--- src/rtl/bus_sync_src_drv.sv ---
// bus_sync_src_drv: source-domain transmitter feeding bus_sync.
// Buffers producer words in a small FIFO. Hands each word to bus_sync as a
// single-cycle valid pulse, and only when bus_sync reports ready. It then
// waits for ready to drop (acknowledge) and recover before the next word.
//
// Ports:
//   i_clk, rst_n       clock (rising edge), synchronous active-low reset
//   i_data, i_valid    producer push; accepted when o_ready is high
//   o_ready            FIFO not full (level < DEPTH)
//   o_src_data/valid   word + one-cycle strobe to bus_sync
//   i_sync_ready       bus_sync ready, already in this clock domain
//   o_level            FIFO occupancy
//   o_xact_cnt         words handed to bus_sync (wraps)
//   o_tmo_err          sticky: ready failed to drop within ACK_TMO cycles
module bus_sync_src_drv #(
  parameter int DWIDTH  = 4,
  parameter int DEPTH   = 4,
  parameter int ACK_TMO = 16
) (
  input  logic                     i_clk,
  input  logic                     rst_n,
  input  logic [DWIDTH-1:0]        i_data,
  input  logic                     i_valid,
  output logic                     o_ready,
  output logic [DWIDTH-1:0]        o_src_data,
  output logic                     o_src_valid,
  input  logic                     i_sync_ready,
  output logic [$clog2(DEPTH):0]   o_level,
  output logic [15:0]              o_xact_cnt,
  output logic                     o_tmo_err
);
  localparam int AW = $clog2(DEPTH);
  localparam int LW = AW + 1;
  localparam int TW = $clog2(ACK_TMO);  // holds ACK_TMO-1, the terminal count

  typedef enum logic [1:0] {IDLE, SEND, WAIT_ACK, WAIT_RDY} st_t;

  st_t               st, st_nxt;
  logic [DWIDTH-1:0] mem [DEPTH];
  logic [AW-1:0]     wr_ptr, rd_ptr;
  logic [LW-1:0]     level;
  logic [TW-1:0]     tmo_cnt;
  logic              push, pop, tmo_hit;

  // Ready depends on the registered level only, so a same-edge pop never
  // opens a slot for a push.
  assign o_ready = (level < LW'(DEPTH));
  assign o_level = level;
  assign push    = i_valid && o_ready;

  always_comb begin
    st_nxt  = st;
    pop     = 1'b0;
    tmo_hit = 1'b0;
    case (st)
      IDLE:     if (level != '0 && i_sync_ready) begin
                  pop    = 1'b1;
                  st_nxt = SEND;
                end
      SEND:     st_nxt = WAIT_ACK;
      WAIT_ACK: if (!i_sync_ready) st_nxt = WAIT_RDY;
                else if (tmo_cnt == TW'(ACK_TMO - 1)) begin
                  // Ready never dropped: flag it and treat the word as sent.
                  tmo_hit = 1'b1;
                  st_nxt  = WAIT_RDY;
                end
      WAIT_RDY: if (i_sync_ready) st_nxt = IDLE;
      default:  st_nxt = IDLE;
    endcase
  end

  // Storage has no reset; contents are meaningless while level is 0.
  always_ff @(posedge i_clk)
    if (push) mem[wr_ptr] <= i_data;

  always_ff @(posedge i_clk) begin
    if (!rst_n) begin
      st          <= IDLE;
      wr_ptr      <= '0;
      rd_ptr      <= '0;
      level       <= '0;
      tmo_cnt     <= '0;
      o_src_valid <= 1'b0;
      o_src_data  <= '0;
      o_xact_cnt  <= '0;
      o_tmo_err   <= 1'b0;
    end else begin
      st <= st_nxt;
      if (push) wr_ptr <= wr_ptr + 1'b1;
      if (pop)  rd_ptr <= rd_ptr + 1'b1;
      case ({push, pop})
        2'b10:   level <= level + 1'b1;
        2'b01:   level <= level - 1'b1;
        default: ;
      endcase
      // Valid is high exactly for the SEND cycle; data holds until next pop.
      o_src_valid <= pop;
      if (pop) o_src_data <= mem[rd_ptr];
      if (st == SEND) begin
        o_xact_cnt <= o_xact_cnt + 1'b1;
        tmo_cnt    <= '0;
      end else if (st == WAIT_ACK && i_sync_ready && !tmo_hit) begin
        tmo_cnt <= tmo_cnt + 1'b1;
      end
      if (tmo_hit) o_tmo_err <= 1'b1;
    end
  end
endmodule
--- config.mk ---
export PLATFORM = sky130hd
export DESIGN_NAME = bus_sync_src_drv
export DESIGN_NICKNAME = d
export VERILOG_FILES = /design/src/rtl/bus_sync_src_drv.sv
export SDC_FILE = /design/constraint.sdc
export NUM_CORES = 1
export LEC_CHECK = 0
export CAP_MARGIN = 20
export CORE_ASPECT_RATIO = 0.7
export CORE_MARGIN = 5
export CORE_UTILIZATION = 57
export DETAILED_ROUTE_END_ITERATION = 12
export PLACE_DENSITY = 0.83
export SETUP_SLACK_MARGIN = 0.3
export SLEW_MARGIN = 20
export SYNTH_ARGS = -nofsm -noshare
export SYNTH_HDL_FRONTEND = slang
export SYNTH_SLANG_ARGS = --single-unit
--- constraint.sdc ---
create_clock -name i_clk -period 4.9 [get_ports i_clk]
set_clock_uncertainty 0.1 [all_clocks]
set_input_delay 0.98 -clock i_clk [delete_from_list [all_inputs] [get_ports i_clk]]
set_output_delay 0.98 -clock i_clk [all_outputs]
set_load 0.01 [all_outputs]
Word-level counts from Yosys, hierarchy flattened

Memories as Yosys holds them, arrays and structs flattened. A register that Yosys moved wholly into a read port is not among the register bits.
Cells that the tools add are included.

Bits of input ports: 8
Memories: 1
Register bits: 31
Logic and storage cells: 50
Output and inout port bits: 26
Memory bits (writable): 16

Memory list:

| name | words | bits a word | read ports | clocked after memory_dff | wr ports | line | source |
|---|---|---|---|---|---|---|---|
| mem  | 4     | 4           | 1          | 1                        | 1        | 39   | `logic [DWIDTH-1:0] mem [DEPTH];` |

Multiplexer cells: 13
Bitwise logic cells: 1
Add/subtract/negate cells: 6
$lt $le $gt $ge: 1
Equality and inequality tests: 9
Reductions and logical operators: 11

Operator list:

| cell                                              | count |
|---|---|
| adder 16 x 1 -> 16 bit, second input constant     | 1 |
| 2-to-1 mux 2 bit                                  | 4 |
| case mux 2 bit (4 select lines)                   | 1 |
| 2-to-1 mux 1 bit                                  | 7 |
| == test 2 bit, second input constant              | 3 |
| case mux 3 bit (2 select lines)                   | 1 |
| adder 2 x 1 -> 2 bit, second input constant       | 2 |
| adder 4 x 1 -> 4 bit, second input constant       | 1 |
| == test 2 x 1 -> 1 bit, second input constant     | 2 |
| == test 4 bit, second input constant              | 1 |
| logical AND 1 bit                                 | 4 |
| != test 2 bit, second input constant              | 2 |
| adder 3 x 1 -> 3 bit, second input constant       | 1 |
| less-than comparator 3 bit, second input constant | 1 |
| != test 3 bit, second input constant              | 1 |
| AND reduction 3 bit                               | 1 |
| nonzero test 3 bit                                | 1 |
| subtractor 3 x 1 -> 3 bit, second input constant  | 1 |
| zero test 1 bit                                   | 2 |
| zero test 2 bit                                   | 1 |
| nonzero test 2 bit                                | 1 |
| OR reduction 2 bit                                | 1 |
| NOT 1 bit                                         | 1 |

Depth between registers and ports, before layout

Gate-level depths: netlist of the first run.

Word-level depth: 6
Gate-level depth with buffers: 10
Gate-level depth less buffers: 10

Worst setup path after synthesis of the first run

No wires, ideal clock.

Kind: in2reg
Start point: input port i_valid
End point: register level[2], in the netlist o_level[2]
Path buffers: 1
Setup time: 70 ps
Arrival: 2461 ps
Stages: 9
Required time: 4730 ps
Setup slack: 2268 ps
Cells stage by stage: nor2b_1 -> clkbuf_1 -> inv_1 -> ha_1 -> inv_1 -> fa_1 -> xor2_1 -> or3_1 -> a21oi_1

Longest elaborated chain between the ends: 3
Elaborated cells on any way between the ends: 5
Classes of those cells: eq/ne (2); mux (1); reduce/logical (2)

RTL lines:

| item                                                                         | line | source |
|---|---|---|
| start: declaration                                                           | 23   | `input logic i_valid,` |
| logical AND 1 bit *                                                          | 49   | `assign push = i_valid && o_ready;` |
| == test 2 x 1 -> 1 bit / == test 2 bit (equally long branches)               | 91   | `case ({push, pop})` |
| case mux 3 bit (2 select lines) / nonzero test 2 bit (equally long branches) | -    |  |
| end signal: assignment                                                       | 92   | `2'b10: level <= level + 1'b1;` |
| end signal: assignment                                                       | 93   | `2'b01: level <= level - 1'b1;` |
| end: declaration                                                             | 41   | `logic [LW-1:0] level;` |

Every way passes the cells marked *; elsewhere a longest branch is shown, timed or not.
A chain may end at the register's enable or synchronous reset.

Worst setup path in the final report of the first run

Start point: input port i_sync_ready
End point: register level[2], in the netlist o_level[2]

Longest elaborated chain between the ends: 5
Elaborated cells on any way between the ends: 7
Classes of those cells: eq/ne (2); mux (3); reduce/logical (2)

RTL lines:

| item                                                                         | line | source |
|---|---|---|
| start: declaration                                                           | 27   | `input logic i_sync_ready,` |
| logical AND 1 bit *                                                          | 56   | `IDLE: if (level != '0 && i_sync_ready) begin` |
| 2-to-1 mux 1 bit *                                                           | 56   |  |
| 2-to-1 mux 1 bit *                                                           | 55   | `case (st)` |
| net pop                                                                      | 43   | `logic push, pop, tmo_hit;` |
| == test 2 x 1 -> 1 bit / == test 2 bit (equally long branches)               | 91   |  |
| case mux 3 bit (2 select lines) / nonzero test 2 bit (equally long branches) | -    |  |

Mark *: on every way through the listed nets, which the timed path passes. The rest lies on a longest branch.

==> impl_metrics.py, run 1 <==
metrics = {
    "place": {
        "post-place-cells": 286,
        "hpwl_mm": 2.92,
        "gp_congestion": 0.759,
        "port_buffers": 33,
    },
    "worst_hold_path": {
        "min_path_cells": 2,
        "min_path_type": "register to register",
        "whs_endpoint": "o_src_data[2]",
        "min_from": "o_src_data[2]",
    },
    "clocking": {
        "cts_buffers": 5,
        "clock-root-buffer": "clkbuf_8",
        "post_cts_buffers": 0,
        "ctsHtreeMaxLevel": 2,
        "clk_path_buf_depth": 2,
        "cts_hold_buffers": 0,
        "cts_tree": "yes",
        "numClockSinks": 51,
        "clk_latency_ns": 0.31,
        "path_clk_slew_ns": 0.09,
        "post_cts_resized": 0,
    },
    "timing": {
        "tns_ns": 0,
        "max_freq_mhz": 331,
        "period_share_pct": 61.7,
        "setup_violations": 0,
        "max_slew_margin_pct": 41.7,
        "rsz0062_at_grt": "false",
        "holdWs_ns": 0.364,
        "finalHoldViolCount": 0,
        "drv_slew": 0,
        "fin_crit_ns": 3.02,
        "worstMarginPinSlew_ns": 0.873,
    },
    "worst_setup_path": {
        "worstPathRequired_ns": 5.04,
        "cp-start-kind": "primary input",
        "reg2reg_depth": 10,
        "r2r-start": "st[0]",
        "worst-setup-path-type": "primary input to register",
        "path_max_fanout": 7,
        "r2r_end": "o_level[2]",
        "cp.arrival_ns": 3.16,
        "worst_setup_path_end_kind": "register",
        "reg2reg_slack_ns": 2.43,
    },
    "power": {
        "p_int_mw": 0.792,
        "power_frac_comb_pct": 28.4,
        "pwr_density_cell_nw_per_um2": 422,
        "peakVddDrop_mv": 0.188,
        "p_sw_mw": 0.358,
        "seqPwrFrac_pct": 48.4,
        "p_leak_nw": 0.966,
        "p_clk_share_pct": 23.2,
        "switching_share_pct": 31.1,
    },
    "floorplanning": {
        "die_h_um": 62.8,
        "io_pins": 34,
        "core_area_sq_um": 3870,
        "die_area_sq_um": 5370,
        "num_rows": 19,
        "start_util_pct": 58.7,
        "fp.dieW_um": 85.5,
    },
    "grt": {
        "antenna_found_initial": 0,
        "grt_usage_pct": 16.8,
        "grt_overflow": 0,
        "grt_max_degree": 31,
        "grt_pass1_wl_mm": 6.94,
        "grt_pass1_vias": 1508,
    },
    "yosys": {
        "synth.distinct_cells": 42,
        "synth_top_area_share_pct": 30.8,
        "synthTopCellsByArea": "dfxtp_1 (31%), edfxtp_1 (21%), ha_1 (6.6%)",
        "async_flop_share_pct": 0,
        "synth_common_cells": "dfxtp_1 (35), nor2_1 (26), edfxtp_1 (16), nand2_1 (15), a21oi_1 (13)",
        "syn_area_sq_um": 2270,
        "synth-edff-count": 16,
        "ys_warn_count": 0,
        "synth_top_area_cell": "dfxtp_1",
        "ys_ff_latch": 51,
        "syn_inst": 210,
        "seq_area_frac_synth_pct": 52.0,
        "synthFlopType": "dfxtp_1",
        "synthesis.nets": 231,
        "yosysMostFrequentCell": "dfxtp_1",
        "syn_area_per_cell_sq_um": 10.8,
    },
    "final_layout": {
        "fill_cells": 290,
        "layout-drive-gt1-share_pct": 7.85,
        "final_net_count": 262,
        "fin_cells": 294,
        "diodes": 0,
        "area_delta_synth_final_pct": 19.9,
        "ff_latch_area_sq_um": 1180,
        "multiInputGateArea_sq_um": 1000,
        "finish.utilization_pct": 70.4,
    },
    "route": {
        "drc_errors": 0,
        "wire_per_inst_um": 13.9,
        "dr.pass1.iters": 4,
        "drtIter0Drc": 71,
        "wl_mm": 4.08,
        "routed_via_density": 5.30,
        "vias": 1558,
        "ant_nets": 0,
    },
    "outcome": {
        "status": "completed",
    },
    "job": {
        "maxCapViolCount": 0,
    },
}
-- logic make-up after synthesis --
kind of cell,synth area share (%)
AND/OR/NAND/NOR,18.3
XOR/XNOR,6.93
multiplexers,4.40
buffers and inverters,3.91
AO/OA/AOI/OAI,6.99
adder cells (fa/ha/maj),7.48
flip-flops,52.0
-- placed cells by master (no fill, tap or decap), drive strengths merged, types with 7 or more instances in the layout --
| cell type | instances |
|---|---|
| clkdlybuf4s50 | 33 |
| dfxtp | 35 |
| edfxtp | 16 |
| ha | 12 |
| inv | 10 |
| clkbuf | 7 |
| nand2 | 16 |
| nand3 | 8 |
| a21oi | 13 |
| nor2 | 26 |
| xnor2 | 7 |
| xor2 | 11 |
-- through the flow --
stage | worst slack, ns | instance area, sq um | total power, mW
after global routing | 1.78 | 2730 | 1.23
after global placement | 1.65 | 2620 | 0.881
after CTS | 1.88 | 2730 | 1.17
final | 1.88 | 2730 | 1.15
after detailed placement | 1.56 | 2620 | 0.891
after floorplan | 2.27 | 2270 | 0.783
-- registers in the layout, summed over array words and instances (netlist names), 2 cells and up --
signal	flops
mem	16
o_level	3
o_src_data	4
o_xact_cnt	16
rd_ptr	2
st	2
tmo_cnt	4
wr_ptr	2
-- critical path, stage by stage --
cell	delay [ns]
clkdlybuf4s50_1	0.57
o311ai_4	0.17
clkinv_1	0.17
ha_1	0.21
inv_1	0.06
fa_1	0.37
xor2_1	0.17
or3_1	0.32
a21oi_1	0.14
-- cell type report --
class	count	area share, %
Clock inverter	1	0.275
Clock buffer	7	3.58
Timing Repair Buffer	33	12.1
Inverter	11	1.51
Sequential cell	51	43.3
Tap cell	52	2.39
Multi-Input combinational cell	139	36.8
-- per-layer routing --
| metal | part of all wire (%) | global-route usage [%] | vias up |
|---|---|---|---|
| met5 | 0 | 0 | - |
| met4 | 3.0 | 10.1 | 0 |
| met3 | 4.6 | 4.35 | 10 |
| met2 | 43 | 23.7 | 31 |
| met1 | 49 | 23.1 | 730 |
| li1 | - | - | 787 |
-- power groups by stage --
stage               clock, mW  combinational [mW]  sequential [mW]
global placement            0               0.318            0.564
finish                  0.267               0.327            0.557
detailed placement          0               0.325            0.566
floorplan                   0               0.229            0.554
CTS                     0.276               0.332            0.558
global route            0.293               0.369            0.568
-- how the worst max path moves through the flow --
stage | from | to | slack (ns) | cells after the start
2_1_floorplan | i_valid | o_level[2] | 2.27 | 9
3_3_place_gp | i_sync_ready | o_level[2] | 1.65 | 9
3_5_place_dp | i_sync_ready | o_level[2] | 1.56 | 9
4_1_cts | i_sync_ready | o_level[2] | 1.88 | 9
5_1_grt | i_sync_ready | o_level[2] | 1.78 | 9
6_report | i_sync_ready | o_level[2] | 1.88 | 9
Power figures use the tool's default switching activity.
==> run 2, diff against run 1 <==
Settings changed: CORE_UTILIZATION 57 to 53, PLACE_DENSITY 0.83 to 0.78.
Clock period 4.9 ns to 2.85 ns, I/O delays scaled along.
==> impl_metrics.py, run 2 (synthesis gave the netlist of run 1 again) <==
metrics = {
    "floorplanning": {
        "num_rows": 19,
        "io_pins": 34,
        "core_area_sq_um": 4040,
        "die_h_um": 64.8,
        "start_util_pct": 56.3,
        "fp.dieW_um": 88.3,
        "die_area_sq_um": 5720,
    },
    "clocking": {
        "clk_latency_ns": 0.30,
        "post_cts_buffers": 0,
        "ctsHtreeMaxLevel": 2,
        "cts_buffers": 5,
        "numClockSinks": 51,
        "cts_hold_buffers": 0,
        "cts_tree": "yes",
        "clock-root-buffer": "clkbuf_8",
        "clk_path_buf_depth": 2,
        "path_clk_slew_ns": 0.09,
        "post_cts_resized": 0,
    },
    "route": {
        "ant_nets": 0,
        "drc_errors": 0,
        "routed_via_density": 5.22,
        "wl_mm": 4.12,
        "vias": 1560,
        "drtIter0Drc": 173,
        "wire_per_inst_um": 13.8,
        "dr.pass1.iters": 4,
    },
    "place": {
        "gp_congestion": 0.746,
        "place_area_sq_um": 2660,
        "post-place-cells": 291,
        "port_buffers": 33,
        "hpwl_mm": 3.02,
    },
    "job": {
        "maxCapViolCount": 0,
    },
    "final_layout": {
        "final_common_cell": "dfxtp_1",
        "diodes": 0,
        "finalInstanceArea_sq_um": 2740,
        "fill_cells": 330,
        "final_cell_mix": "dfxtp_1 (35), clkdlybuf4s50_1 (33), nor2_1 (26)",
        "multiInputGateArea_sq_um": 1000,
        "fin_cells": 299,
        "ff_latch_area_sq_um": 1180,
        "largest_registers": "mem: 16 flops, o_xact_cnt: 16 flops",
        "final_net_count": 267,
        "layout-drive-gt1-share_pct": 9.31,
        "area_delta_synth_final_pct": 20.5,
    },
    "worst_setup_path": {
        "worstPathRequired_ns": 2.99,
        "path_max_fanout": 6,
        "worstPathCellList": "clkdlybuf4s50_1 > o311ai_4 > clkinv_1 > ha_1 > inv_1 > fa_1 > xor2_1 > or3_1 > a21oi_1",
        "reg2reg_depth": 10,
        "worst_setup_path_end_kind": "register",
        "reg2reg_slack_ns": 0.51,
        "cp-start-kind": "primary input",
        "max_stage_delay_ns": 0.52,
        "worst-setup-path-type": "primary input to register",
        "cp.arrival_ns": 2.55,
        "slowest_stage": "clkdlybuf4s50_1",
    },
    "power": {
        "switching_share_pct": 31.5,
        "p_sw_mw": 0.610,
        "p_int_mw": 1.32,
        "power_frac_comb_pct": 30.2,
        "peakVddDrop_mv": 0.454,
        "p_clk_share_pct": 20.6,
        "seqPwrFrac_pct": 49.2,
        "p_leak_nw": 0.984,
        "pwr_density_cell_nw_per_um2": 705,
    },
    "timing": {
        "period_share_pct": 84.6,
        "tns_ns": 0,
        "max_slew_margin_pct": 76.4,
        "finalHoldViolCount": 0,
        "fin_crit_ns": 2.41,
        "drv_slew": 0,
        "max_freq_mhz": 415,
        "setup_violations": 0,
        "rsz0062_at_grt": "false",
        "worstMarginPinSlew_ns": 0.354,
    },
    "grt": {
        "grt_pass1_wl_mm": 7.00,
        "antenna_found_initial": 0,
        "grt_overflow": 0,
        "grt_pass1_vias": 1486,
        "grt_usage_pct": 16.0,
        "grt_max_degree": 21,
    },
    "outcome": {
        "status": "completed",
    },
    "worst_hold_path": {
        "min_path_cells": 2,
        "min_path_type": "register to register",
    },
}
run 2: path summary, 6_finish.rpt:
| kind | start | end |
|---|---|---|
| max reg2reg | st[0] | o_level[2] |
| min | o_src_data[3] | o_src_data[3] |
| max | i_sync_ready | o_level[2] |
| min reg2reg | o_src_data[3] | o_src_data[3] |
run 2: layer usage:
metal	track usage, %	up-vias	share of wire (%)
met5	0	-	0
met4	6.79	0	1.8
met3	4.18	8	4.1
met2	23.0	30	43
met1	22.8	724	51
li1	-	798	-
run 2: critical path: cells and delay by family:
family / cells / cell delay, ns
buffers and inverters: 3 / 0.69
adders and majority gates: 2 / 0.55
xor gates and xnor gates: 1 / 0.15
AOI/OAI and AO/OA: 2 / 0.29
and+or+nand+nor: 1 / 0.30
run 2: cell type report:
class,count,area share [%]
clock inverters,1,0.183
multi-input cells,139,36.6
clock buffers,7,2.79
inverters,11,1.51
repair buffers,38,13.4
well taps,52,2.37
flip-flops and latches,51,43.1
run 2: stage by stage:
stage	utilization (%)	setup WS, ns	hold slack [ns]	power (mW)
final	67.8	0.438	0.362	1.93
after global routing	67.8	0.321	0.389	2.06
after CTS	67.8	0.427	0.364	1.95
after detailed placement	65.8	0.127	0.353	1.56
after global placement	65.8	0.156	0.344	1.53
after floorplan	-	0.622	0.371	1.35
run 2: power by group through the flow:
stage          sequential (mW)  clock [mW]  combinational (mW)
2_1_floorplan            0.952           0               0.394
3_3_place_gp             0.966           0               0.568
3_5_place_dp             0.970           0               0.588
4_1_cts                  0.954       0.406               0.592
5_1_grt                  0.970       0.439               0.651
6_report                 0.952       0.398               0.583
==> run 3, diff against run 2 <==
Clock period 2.85 ns to 2.3 ns, I/O delays scaled along.
==> impl_metrics.py, run 3 (synthesis gave the netlist of run 1 again) <==
metrics = {
    "final_layout": {
        "diodes": 0,
        "largest_registers": "mem: 16 flops, o_xact_cnt: 16 flops",
        "fin_cells": 305,
        "finalInstanceArea_sq_um": 2840,
        "area_delta_synth_final_pct": 25.0,
        "final_cell_mix": "dfxtp_1 (34), clkdlybuf4s50_1 (32), nor2_1 (26)",
        "layout-drive-gt1-share_pct": 15.8,
        "final_net_count": 273,
        "final_common_cell": "dfxtp_1",
    },
    "route": {
        "drtIter0Drc": 90,
        "drc_errors": 0,
        "dr.pass1.iters": 4,
        "wire_per_inst_um": 13.8,
        "wl_mm": 4.22,
        "routed_via_density": 5.22,
        "ant_nets": 0,
        "vias": 1592,
    },
    "timing": {
        "rsz0062_at_grt": "true",
        "fin_ws_ns": 0.239,
        "period_share_pct": 89.6,
        "tns_ns": 0,
        "finalHoldViolCount": 0,
        "setup_violations": 0,
        "worstMarginPinSlew_ns": 0.377,
        "max_slew_margin_pct": 74.9,
        "drv_slew": 0,
        "max_freq_mhz": 485,
        "fin_crit_ns": 2.06,
    },
    "power": {
        "p_leak_nw": 1.03,
        "pwr_density_cell_nw_per_um2": 902,
        "peakVddDrop_mv": 0.471,
    },
    "grt": {
        "grt_overflow": 0,
        "antenna_found_initial": 0,
        "grt_usage_pct": 16.4,
        "grt_pass1_wl_mm": 7.26,
        "grt_pass1_vias": 1550,
        "grt_max_degree": 22,
    },
    "floorplanning": {
        "start_util_pct": 56.3,
        "die_h_um": 64.8,
        "die_area_sq_um": 5720,
        "io_pins": 34,
        "fp.dieW_um": 88.3,
        "num_rows": 19,
        "core_area_sq_um": 4040,
    },
    "worst_setup_path": {
        "r2r_end": "o_level[2]",
        "cp-start-kind": "register",
        "cp-endpoint": "o_level[2]",
        "worst_setup_path_end_kind": "register",
        "worstPathRequired_ns": 2.43,
        "reg2reg_depth": 10,
        "cp.arrival_ns": 2.19,
        "path_max_fanout": 3,
        "worst-setup-path-type": "register to register",
        "r2r-start": "st[0]",
        "startpoint": "st[0]",
        "reg2reg_slack_ns": 0.24,
    },
    "place": {
        "port_buffers": 33,
        "dp_slack_ns": -0.270,
        "gp_congestion": 0.785,
        "post-place-cells": 294,
        "place_area_sq_um": 2720,
        "hpwl_mm": 3.11,
    },
    "clocking": {
        "path_clk_slew_ns": 0.09,
        "clock-root-buffer": "clkbuf_8",
        "numClockSinks": 51,
        "ctsHtreeMaxLevel": 2,
        "clk_path_buf_depth": 2,
        "cts_buffers": 5,
        "cts_tree": "yes",
        "clk_latency_ns": 0.30,
    },
    "worst_hold_path": {
        "min_path_type": "register to register",
    },
    "job": {
        "maxCapViolCount": 0,
    },
    "outcome": {
        "status": "completed",
    },
}
run 3: changes by cell type in the layout (fill, tap and decap cells not counted), sizes merged:
| cell | previous run | this run |
|---|---|---|
| buf | 5 | 11 |
| dlygate4sd2 | 0 | 1 |
| clkdlybuf4s50 | 33 | 32 |
run 3: worst max-delay path: stages, from the launching register on:
cell      delay [ns]
dfxtp_1         0.35
inv_2           0.09
ha_4            0.15
o311ai_4        0.09
clkinv_2        0.09
ha_4            0.12
inv_1           0.04
fa_2            0.33
xor2_1          0.15
or3_1           0.34
a21oi_2         0.13
run 3: through the flow:
stage                     hold slack, ns  total power, mW  utilization, %
after detailed placement           0.347             2.02            67.4
after global routing               0.387             2.73            70.3
after floorplan                    0.371             1.72               -
after global placement             0.346             1.99            67.4
after CTS                          0.359             2.57            70.3
final                              0.359             2.56            70.3
run 3: cell type report:
type,count,area [sq um]
Clock buffer,7,86.3
Clock inverter,1,5.00
Fill cell,312,1200
Inverter,11,42.5
Multi-Input combinational cell,139,1040
Sequential cell,51,1180
Tap cell,52,65.1
Timing Repair Buffer,44,424
run 3: worst min-delay path by stage:
| stage | startpoint | slack [ns] | depth (start not counted) | end |
|---|---|---|---|---|
| 3_3_place_gp | o_src_data[2] | 0.35 | 2 | o_src_data[2] |
| 3_5_place_dp | o_src_data[0] | 0.35 | 2 | o_src_data[0] |
| 4_1_cts | o_src_data[0] | 0.36 | 2 | o_src_data[0] |
| 6_report | o_src_data[0] | 0.36 | 2 | o_src_data[0] |
| 2_1_floorplan | tmo_cnt[1] | 0.37 | 2 | tmo_cnt[1] |
| 5_1_grt | o_src_data[2] | 0.39 | 2 | o_src_data[2] |
run 3: routing by layer:
layer | GRT usage [%] | vias up | wire [um]
met4 | 5.09 | 0 | 49
met5 | 0 | - | 0
met3 | 4.56 | 7 | 175
met2 | 23.3 | 34 | 1780
li1 | - | 811 | -
met1 | 24.3 | 740 | 2210
run 3: report_power, final:
part | switching [mW] | internal, mW
Combinational | 0.398 | 0.461
Sequential | 0.129 | 1.05
Clock | 0.278 | 0.243
Total | 0.805 | 1.76
run 3: what timing repair did:
item	in CTS	in global routing
endpoints found under the setup margin	2	5
setup buffers	3	0
resized for setup	3	1
gates cloned	0	0
hold endpoints to repair	0	0
hold buffers	0	0
pin swaps	0	0
